`src/rtl/phy_rx_decoder.sv`:
```
// phy_rx_decoder: PHY word framing/CRC check into a flit FIFO with error reporting; PHY_RX_SEQ_CHECK_EN enables the sequence check
module phy_rx_decoder #(
  parameter int FLIT_W = 32,
  parameter int DEPTH = 4,
  parameter int ERR_CNT_W = 8
) (
  input  logic                 clk,
  input  logic                 rst,
  input  logic                 phy_data_ready,
  input  logic [49:0]          phy_encoded_flit,
  output logic                 phy_buffer_full,
  input  logic                 sw_buffer_full,
  output logic                 sw_data_ready,
  output logic [FLIT_W-1:0]    sw_flit,
  output logic                 err_hdr,
  output logic                 err_crc,
  output logic                 err_seq,
  output logic [ERR_CNT_W-1:0] err_count
);
  localparam int AW = $clog2(DEPTH);
  localparam int CW = AW + 1;
  logic s1_valid;
  logic [49:0] s1_word;
  logic [FLIT_W-1:0] mem [DEPTH];
  logic [AW-1:0] wr_ptr, rd_ptr;
  logic [CW-1:0] count;
  logic accept, push, pop, hdr_bad, crc_bad, seq_bad, any_err;
  function automatic logic [7:0] crc8(input logic [31:0] d);
    logic [7:0] c;
    c = '0;
    for (int i = 31; i >= 0; i--) c = {c[6:0], 1'b0} ^ ((c[7] ^ d[i]) ? 8'h07 : 8'h00);
    return c;
  endfunction
  assign phy_buffer_full = (count + CW'(s1_valid)) >= CW'(DEPTH);
  assign accept = phy_data_ready & ~phy_buffer_full;
  assign hdr_bad = s1_valid & (s1_word[49] == s1_word[48]);
  assign crc_bad = s1_valid & (s1_word[49:48] == 2'b01) & (crc8(s1_word[31:0]) != s1_word[39:32]);
  assign push = s1_valid & (s1_word[49:48] == 2'b01) & ~crc_bad;
  assign any_err = hdr_bad | crc_bad | seq_bad;
  assign sw_data_ready = count != '0;
  assign pop = sw_data_ready & ~sw_buffer_full;
  assign sw_flit = sw_data_ready ? mem[rd_ptr] : '0;
  // Stage 1: capture each accepted PHY word
  always_ff @(posedge clk) begin
    if (rst) begin
      s1_valid <= 1'b0;
      s1_word <= '0;
    end else begin
      s1_valid <= accept;
      if (accept) s1_word <= phy_encoded_flit;
    end
  end
  // Flit FIFO; back-pressure keeps pushes away from a full buffer
  always_ff @(posedge clk) begin
    if (rst) begin
      for (int i = 0; i < DEPTH; i++) mem[i] <= '0;
      wr_ptr <= '0;
      rd_ptr <= '0;
      count <= '0;
    end else begin
      if (push) mem[wr_ptr] <= FLIT_W'(s1_word[31:0]);
      if (push) wr_ptr <= wr_ptr + AW'(1);
      if (pop) rd_ptr <= rd_ptr + AW'(1);
      count <= count + CW'(push) - CW'(pop);
    end
  end
  // Registered error pulses and saturating error total
  always_ff @(posedge clk) begin
    if (rst) begin
      err_hdr <= 1'b0;
      err_crc <= 1'b0;
      err_seq <= 1'b0;
      err_count <= '0;
    end else begin
      err_hdr <= hdr_bad;
      err_crc <= crc_bad;
      err_seq <= seq_bad;
      if (any_err && !(&err_count)) err_count <= err_count + ERR_CNT_W'(1);
    end
  end
`ifdef PHY_RX_SEQ_CHECK_EN
  logic [3:0] expected_seq;
  logic unused_bits;
  assign unused_bits = ^s1_word[43:40];
  assign seq_bad = push & (s1_word[47:44] != expected_seq);
  // Expected sequence resyncs to the last pushed word
  always_ff @(posedge clk) begin
    if (rst) expected_seq <= '0;
    else if (push) expected_seq <= s1_word[47:44] + 4'd1;
  end
`else
  logic unused_bits;
  assign unused_bits = ^s1_word[47:40];
  assign seq_bad = 1'b0;
`endif
endmodule

```
`config.mk`:
```
export PLATFORM = sky130hd
export DESIGN_NAME = phy_rx_decoder
export DESIGN_NICKNAME = d
export VERILOG_FILES = /design/src/rtl/phy_rx_decoder.sv
export SDC_FILE = /design/constraint.sdc
export NUM_CORES = 1
export LEC_CHECK = 0
export ABC_AREA = 1
export CAP_MARGIN = 20
export CORE_ASPECT_RATIO = 1.75
export CORE_MARGIN = 2
export CORE_UTILIZATION = 54
export CTS_CLUSTER_SIZE = 28
export DETAILED_ROUTE_END_ITERATION = 7
export GPL_TIMING_DRIVEN = 0
export HOLD_SLACK_MARGIN = 0.02
export PLACE_DENSITY = 0.85
export SLEW_MARGIN = 20
export SYNTH_ARGS = -nofsm -noshare
export SYNTH_HDL_FRONTEND = slang
export SYNTH_SLANG_ARGS = --single-unit
```
`constraint.sdc`:
```
create_clock -name clk -period 7.9 [get_ports clk]
set_input_delay 1.58 -clock clk [delete_from_list [all_inputs] [get_ports clk]]
set_output_delay 1.58 -clock clk [all_outputs]
set_load 0.1 [all_outputs]
```
# Word level (Yosys, flattened, before mapping)
# Memories as Yosys holds them, arrays and structs flattened. A register that Yosys moved wholly into a read port is not among the register bits.
# Index checks and enable logic that the tools add are counted.
dict set report word_totals {
  out_inout_bits 45
  ff_bits 68
  mem_count 1
  mem_bits_rw 128
}
# memory words width read_ports rd_ports_with_merged_regs wr line_no
set memory_table {}
lappend memory_table {mem 4 32 1 1 4 24} ;# logic [FLIT_W-1:0] mem [DEPTH];
dict set report op_classes {
  muxes 43
  reduce_logical 5
  n_eq_ne 3
  addsub 6
  magnitude_cmp 1
  bitwise_logic 72
}
# cell count
set op_table {}
lappend op_table {{8-bit by 3-bit bitwise XOR with 8-bit output} 27}
lappend op_table {{3-bit 2-to-1 mux} 32}
lappend op_table {{32-bit 2-to-1 mux} 2}
lappend op_table {{32-bit OR reduction} 1}
lappend op_table {{1-bit bitwise XOR} 26}
lappend op_table {{8-bit by 1-bit adder with 8-bit output (second input constant)} 1}
lappend op_table {{8-bit != test} 1}
lappend op_table {{8-bit AND reduction} 1}
lappend op_table {{7-bit by 3-bit bitwise XOR with 7-bit output} 1}
lappend op_table {{3-bit by 1-bit adder with 3-bit output} 2}
lappend op_table {{1-bit bitwise AND} 6}
lappend op_table {{1-bit 2-to-1 mux} 6}
lappend op_table {{2-bit 2-to-1 mux} 3}
lappend op_table {{6-bit by 3-bit bitwise XOR with 6-bit output} 1}
lappend op_table {{1-bit bitwise XOR (first input constant)} 5}
lappend op_table {{5-bit by 3-bit bitwise XOR with 5-bit output} 1}
lappend op_table {{2-bit by 1-bit adder with 2-bit output (second input constant)} 2}
lappend op_table {{4-bit by 3-bit bitwise XOR with 4-bit output} 1}
lappend op_table {{3-bit greater-or-equal comparator (second input constant)} 1}
lappend op_table {{1-bit inverter} 3}
lappend op_table {{3-bit nonzero test} 1}
lappend op_table {{3-bit by 1-bit subtractor with 3-bit output} 1}
lappend op_table {{2-bit by 1-bit equality test with 1-bit output (second input constant)} 1}
lappend op_table {{1-bit equality test} 1}
lappend op_table {{3 further kinds} 3}

# Logic depth before layout (Yosys ltp)
# Gate-level depths: netlist (run 1).
dict set report depth {
  depth_word 94
  mapped_depth 32
}

# Least setup slack after synthesis (run 1)
# OpenSTA, ideal clock, no wires.
dict set report synth_path {
  path_type {flip-flop to flip-flop}
  start {register s1_word[29]}
  end {memory mem[3][0], enable pin}
  path_stages_with_launch 26
  path_slack_ps 2878
  period_less_slack_ps 5022
  arrival_time_ps 4552
  required_time_ps 7430
  path_cell_list {dfxtp_1 inv_2 nand2_1 nand2_1 nand2_1 nand2_2 nand2_1 nand2_1 nand2_1 nand2_2 nand2_1 nand2_1 nand2_1 nand2_2 inv_1 nand3_1 nand2_1 nand2_1 nand2_1 nand3_1 nand2_1 nor2_1 nand4_1 inv_2 nand2_4 o31ai_1}
}
# item line_no
set synth_rtl {}
lappend synth_rtl {{start, declared} 23} ;# logic [49:0] s1_word;
lappend synth_rtl {{start signal, assigned} 50} ;# if (accept) s1_word <= phy_encoded_flit;
lappend synth_rtl {{end, declared} 24}

# Worst setup path after layout (run 1)
dict set report layout_path {
  start {register count[1]}
  end {output sw_flit[7]}
}
dict set report layout_between {
  elab_chain_cells 2
}
# item line_no
set layout_rtl {}
lappend layout_rtl {{start, declared} 26} ;# logic [CW-1:0] count;
lappend layout_rtl {{start signal, assigned} 64} ;# count <= count + CW'(push) - CW'(pop);
lappend layout_rtl {{3-bit nonzero test} 40} ;# assign sw_data_ready = count != '0;
lappend layout_rtl {{32-bit 2-to-1 mux} 42} ;# assign sw_flit = sw_data_ready ? mem[rd_ptr] : '0;
lappend layout_rtl {{end, declared} 14} ;# output logic [FLIT_W-1:0] sw_flit,
# Every way passes these cells.

==> results.txt, run 1 <==
- The flow ran to the end, and the final reports show no timing, DRC or antenna violations.
- For the worst setup path, the data required time is ~6300 ps.
- The initial antenna violation count came to 0.
- The clock passes through at most 2 buffers.
- Area Growth Syn to Fin: 19.4%
- Number of buffer cells added on primary ports: approximately 90
- The critical path goes through nor3_1, clkbuf_1, a21oi_1, clkdlybuf4s50_1.
- Setup violations remaining at the end of the flow were counted as 0.
* Register area share after synthesis: a little over half
- For the final database, setup skew stands at between 10 and 15 ps.
- After floorplanning, the core was divided into between 60 and 70 placement rows.
- From bottom edge to top edge, the die measures between 150 and 200 µm.
* Tightest slew margin relative to the limit: between 10% and 20%
- At the pin with the least slew margin, the transition time is between 1000 and 1500 ps.
- After detailed routing, the number of remaining DRC violations is 0.
- Cell area reported after detailed placement: 10900 µm²
* Count of H-tree levels built during CTS: 4
- The worst setup path is captured at an output pin.
- Post-synthesis cell area: 9560 µm²
- The HPWL after detailed placement is between 15 and 20 mm.
- Area of the multi-input gates: just under 4000 µm²
- The number of setup buffers added after CTS is 0.
* Flop and latch count out of synthesis: 190
- Max Clock Freq: just under 200 MHz
* Final hold viol count: 0
* # hold bufs at CTS: 0
- Total core area: between 15000 and 20000 µm²
- Horizontal die dimension: 105 µm
- Using the TritonRoute via totals, the vias-per-cell ratio works out to around 5.7.
- Averaged over all synthesized cells, the footprint is 8.08 µm².
- Register clock-pin slew on the reported worst setup and hold paths: 70 ps
* Post_cts resized: 0
- Number of antenna cells inserted: 0
- Worst voltage drop across the vdd grid: around 0.00022 V
* Path class of the lowest-slack min-delay path: reg -> reg
* Leakage: between 4 and 5 nW
- Dominant delay contributor by cell family on the critical path: buffers and inverters
- Final core utilization: between 60% and 70%
* Slew Limit Fails: 0
- Synthesized netlist net count: 1242
- Total congestion overflow after global routing: 0
* Initial standard-cell utilization of the core: 54.8%
- Among all stages on the critical path, the largest delay is contributed by clkdlybuf4s50_1.
- RD Place Congestion: around 0.9
- The smallest clock period supported by the final layout is computed as slightly above 5000 ps.
- Yosys mapped the design onto 29 distinct sky130hd cell types.
* Count of placed standard cells in the final layout, fillers left out: 1539
- Wire length of the first global-routing pass: just over 40 mm
- The first detailed-routing pass took 6 iterations.
* Routed len/inst: about 17 µm
* Final std cell area, no fill: 11400 µm²
- Dividing total power by cell area gives a power density of roughly 380 nW/µm².
* Clock tree root driver cell: clkbuf_16
- After the last flow step, the layout net total stands at about 1400.
- Setup repair after global routing left no endpoint under its margin.
- DRC marker count from the first detailed-route iteration: roughly 780
* Sum of routed wire length over all layers: between 20 and 30 mm
* WS Path Type: reg -> out
- For this run, the number of Yosys warnings is 0.
- Clock tree sinks: 190
- At the worst endpoint, the arrival time is 3530 ps.
- Worst-skew pair later-pin latency: roughly 450 ps
- Combined global-route utilization of all metal layers: between 20 and 30%
- The number of placed instances, taps included, is 1507.
- Area used by sequential logic in the layout: approximately 5100 µm²
* Pin count of the biggest net entering global routing: 33
- Sort of element at the start of the critical path: flop
* Post-Synthesis Cells: around 1200
* CTS Buf Count: 17
- CTS tree: built
* Peak fanout along the critical path: 10
- Total number of vias: around 9000
- Setup TNS Final: 0 ps
- Maximum capacitance violations: 0
- Number of global-route vias before repair: ~8500
* DIE AREA: between 15000 and 20000 µm²
* Combined buffer and inverter count along the critical path: 2
* Layout fillers: about 1500
* Ports placed on the boundary: 99
- Antenna viol nets, final: 0
- Fraction of final layout cells with drive strength greater than 1: 8.41%
* Period utilisation layout: between 60% and 70%
* Slowest cell delay on critical path: ~1000 ps
-- placed cells by master (no fill, tap or decap), types with 2 or more instances in the layout --
master,Yosys,final
a21oi_1,84,84
buf_1,3,3
buf_16,0,2
buf_2,9,9
buf_6,5,5
buf_8,0,2
clkbuf_1,41,41
clkbuf_16,0,17
clkdlybuf4s50_1,0,89
clkinv_1,1,2
clkinvlp_4,0,3
dfxtp_1,62,62
edfxtp_1,128,128
ha_1,4,4
inv_1,70,70
inv_2,14,14
inv_6,0,6
inv_8,0,3
nand2_1,236,235
nand2_2,25,26
nand3_1,86,86
nand3_2,4,4
nor2_1,220,220
nor3_1,56,56
nor3_2,10,10
o21ai_0,110,108
o21ai_4,0,2
xnor2_1,2,2
xor2_1,5,5
-- cells by family after synthesis --
family                     Yosys count  share of synthesized area, %
and+or+nand+nor                    640                          28.8
AOI/OAI and AO/OA                  195                          10.2
DFF                                190                          53.2
buffers and inverters              144                          6.20
xor gates and xnor gates             8                         0.811
adders and majority gates            5                         0.733
other                                1                        0.0392
-- registers in the layout, indices dropped and copies added, names as in the netlist, named ones only --
name	cells
count	3
err_crc	1
rd_ptr	2
wr_ptr	2
err_count	8
s1_valid	1
err_hdr	1
mem	128
s1_word	42
-- Yosys cell counts, drive strengths merged --
master / count / area [µm²]
a21oi: 84 / 420
buf: 18 / 120
clkbuf: 41 / 154
clkinv: 1 / 3.75
conb: 1 / 3.75
dfxtp: 62 / 1240
edfxtp: 128 / 3840
fa: 1 / 20.0
ha: 4 / 50.1
inv: 84 / 315
nand2: 262 / 1050
nand3: 90 / 470
nand4: 1 / 6.26
nor2: 221 / 846
nor3: 66 / 380
o21ai: 110 / 551
o31ai: 1 / 7.51
xnor2: 2 / 17.5
xor2: 6 / 60.1
-- through the flow --
stage / hold slack [ps] / setup slack [ps] / power [W]
after CTS: 463 / 2840 / 0.00435
final: 462 / 2790 / 0.00438
after floorplan: 433 / 2880 / 0.00300
after detailed placement: 451 / 3400 / 0.00355
after global routing: 493 / 2740 / 0.00462
after global placement: 449 / 722 / 0.00351
-- path summary, 6_finish.rpt --
check	startpoint	endpoint	slack [ps]	depth (start not counted)
max	count[1]	sw_flit[7]	2790	4
min	s1_word[49]	s1_word[49]	460	2
max reg2reg	s1_word[27]	mem[0][12]	3300	28
min reg2reg	s1_word[49]	s1_word[49]	460	2
-- cell type report --
type	count	share of cell area, %
Tap cell	231	2.53
Timing Repair Buffer	93	8.55
Inverter	85	2.79
Clock buffer	17	3.73
Multi-Input combinational cell	849	34.4
Sequential cell	190	44.5
Buffer	59	2.40
Clock inverter	15	1.11
-- where the power goes --
part	internal [W]	switching (W)
registers	0.00113	0.0000485
logic	0.000612	0.00177
clock network	0.000413	0.000404
total	0.00216	0.00222
-- metal layers --
| metal | track usage [%] | wire, µm | up-vias |
|---|---|---|---|
| met4 | 18.1 | 1580 | 0 |
| met3 | 4.85 | 1760 | 119 |
| li1 | - | - | 4157 |
| met2 | 52.0 | 13800 | 434 |
| met5 | 0 | 0 | - |
| met1 | 28.2 | 8850 | 4039 |
-- tightest hold or removal path, stage by stage, from the launching register on --
cell and delay (ps):
dfxtp_1 300, inv_1 60, a21oi_1 50
Note: power is estimated with default switching activity, not from simulation.
==> run 2: changes to the inputs <==
==> constraint.sdc (replaced) <==
create_clock -name clk -period 4.7 [get_ports clk]
set_input_delay 0.94 -clock clk [delete_from_list [all_inputs] [get_ports clk]]
set_output_delay 0.94 -clock clk [all_outputs]
set_load 0.1 [all_outputs]
==> run 2 against run 1 <==
Compared with the run above:
- sequential share of layout area shrank 0.19 points
- critical path depth grew 3
- final area grew 0.43%
==> results.txt, run 2 (synthesized netlist as in run 1, its figures left out) <==
- Slew Limit Fails: 0
- The repair_antennas step left the layout with diodes totalling 0.
- Worst voltage drop across the vdd grid: approximately 0.00041 V
* Max Clock Freq: 224 MHz
- Dividing total power by cell area gives a power density of between 600 and 700 nW/µm².
- STA classifies the critical path startpoint as a flop.
- Num rows: between 60 and 70
- Drt via density: 5.69
* Number of global-route vias before repair: about 8400
- Result of the run: complete, no violations
- Max-cap violations in this run came to 0.
- DRC marker count from the first detailed-route iteration: between 1000 and 1500
- The critical path is of the reg -> out type.
- The register with the most flip-flops in the layout has 128 of them.
- The worst hold path belongs to the class reg -> reg.
* Final worst slack: about 240 ps
- The initial antenna violation count is 0.
* Clock tree root driver cell: clkbuf_16
- Summed over all failing endpoints, the final setup total negative slack is 0 ps.
- Setup violations remaining at the end of the flow were counted as 0.
- Tightest slew margin relative to the limit: around a fifth
* CTS Buf Count: 17
* Pin count of the biggest net entering global routing: 22
* Shortest clock period the worst path allows after layout: approximately 4500 ps
* Peak fanout along the critical path: 10
- Data arrival time of the worst path: ~3500 ps
* Largest registers ranked by flip-flop count: mem: 128 flops, s1_word: 42 flops, err_count: 8 flops
- Drt drc: 0
- Most flop-heavy register: mem
- In this run the deepest clock path goes through 2 buffers.
- Total power consumption of the routed design: roughly 0.0073 W
- Crit path capture type: output pin
- After clock tree synthesis, the flow added hold-fix buffers numbering 0.
- Setup repair after global routing left no endpoint under its margin.
- The congestion estimate from routability-driven global placement came to ~0.89.
- The count of nets left with antenna violations once routing finished came out at 0.
- At the pin with the least slew margin, the transition time is about 1200 ps.
* Final std cell area, no fill: between 10000 and 15000 µm²
- The routed design has between 20 and 30 mm of wire.
- The net count of the finished layout is roughly 1400.
* Die Height: ~180 µm
- Commonest non-fill, non-tap cell in the layout: nand2_1
- DIE AREA: roughly 19000 µm²
* Worst-skew pair later-pin latency: 450 ps
- Once the floorplan was initialized, standard cells occupied ~55% of the core.
- For the final database, setup skew stands at 11.0 ps.
- Wire length of the first global-routing pass: between 40 and 50 mm
- Pin placement for this block handled a little under 100 I/O pins.
- Detailed placement ended at an HPWL of between 15 and 20 mm.
* Leakage: 4.54 nW
* Detailed-router iteration count before antenna repair: 6
- Cell area reported after detailed placement: about 11000 µm²
* Number of buffer cells added on primary ports: ~90
- Dividing the detail-routed wire length by the instance count gives between 15 and 20 µm.
- Area Growth Syn to Fin: 19.9%
- Total number of vias: between 8000 and 9000
- Cells with a size suffix above 1 make up ~8.5% of the layout.
- The number of hold violations in the final report is 0.
- Clock tree sinks: 190
- The total overflow left after global routing is 0.
* Total core area: between 15000 and 20000 µm²
* CTS tree: built
* Crit path required time: 3760 ps
* Count of H-tree levels built during CTS: 4
- In the layout the commonest cells are nand2_1 (235), nor2_1 (220), edfxtp_1 (128), o21ai_0 (108), clkdlybuf4s50_1 (89).
- Combined global-route utilization of all metal layers: between 20% and 30%
* Period utilisation layout: 94.9%
- After clock tree synthesis, the clock-pin slew on the worst setup and hold paths is approximately 70 ps.
- Worst slack, placed: approximately 360 ps
- The die is between 100 and 150 µm wide.
==> run 2: worst max-delay path, cell delays in order, from the launching register on <==
cell and delay, ps:
dfxtp_1 360, clkbuf_1 440, clkbuf_1 490, nor2_1 110, nor2_1 110, o21ai_0 110, a21oi_1 270, clkdlybuf4s50_1 1190
==> run 2: routing by layer <==
metal,vias to the layer above,global-route usage (%),routed length [µm]
li1,4162,-,-
met1,4000,28.6,8490
met2,481,52.2,14000
met3,121,5.39,1970
met4,0,16.7,1530
met5,-,0,0
==> run 2: worst paths after layout <==
kind | slack, ps | from | cells past startpoint | to
min | 470 | s1_word[34] | 2 | s1_word[34]
max | 240 | flop | 7 | sw_flit[10]
min reg2reg | 470 | s1_word[34] | 2 | s1_word[34]
max reg2reg | 370 | s1_word[29] | 29 | mem[0][14]
==> run 2: final cells by class <==
type                    count  area, µm²
multi-input cells         849       3940
plain buffers              59        277
flip-flops and latches    190       5080
inverters                  85        319
repair buffers             94       1000
fillers                  1438       5990
clock inverters            14        128
well taps                 231        289
clock buffers              18        429
==> run 2: power breakdown <==
group / leakage (nW) / internal (W) / switching (W)
Clock: 0.253 / 0.000694 / 0.000678
Sequential: 1.83 / 0.00190 / 0.0000822
Combinational: 2.45 / 0.00103 / 0.00296
==> run 2: stage by stage <==
step / std cells / utilization [%] / hold WS (ps)
after floorplan: 1183 / - / 433
after global placement: 1503 / 61.6 / 449
after detailed placement: 1508 / 62.4 / 463
after CTS: 1540 / 65.6 / 474
after global routing: 1540 / 65.7 / 489
final: 1540 / 65.7 / 467
==> run 2: repair_timing <==
item                                    CTS  global route
setup buffers                             0             0
endpoints found under the setup margin    0            33
resized for setup                         0             3
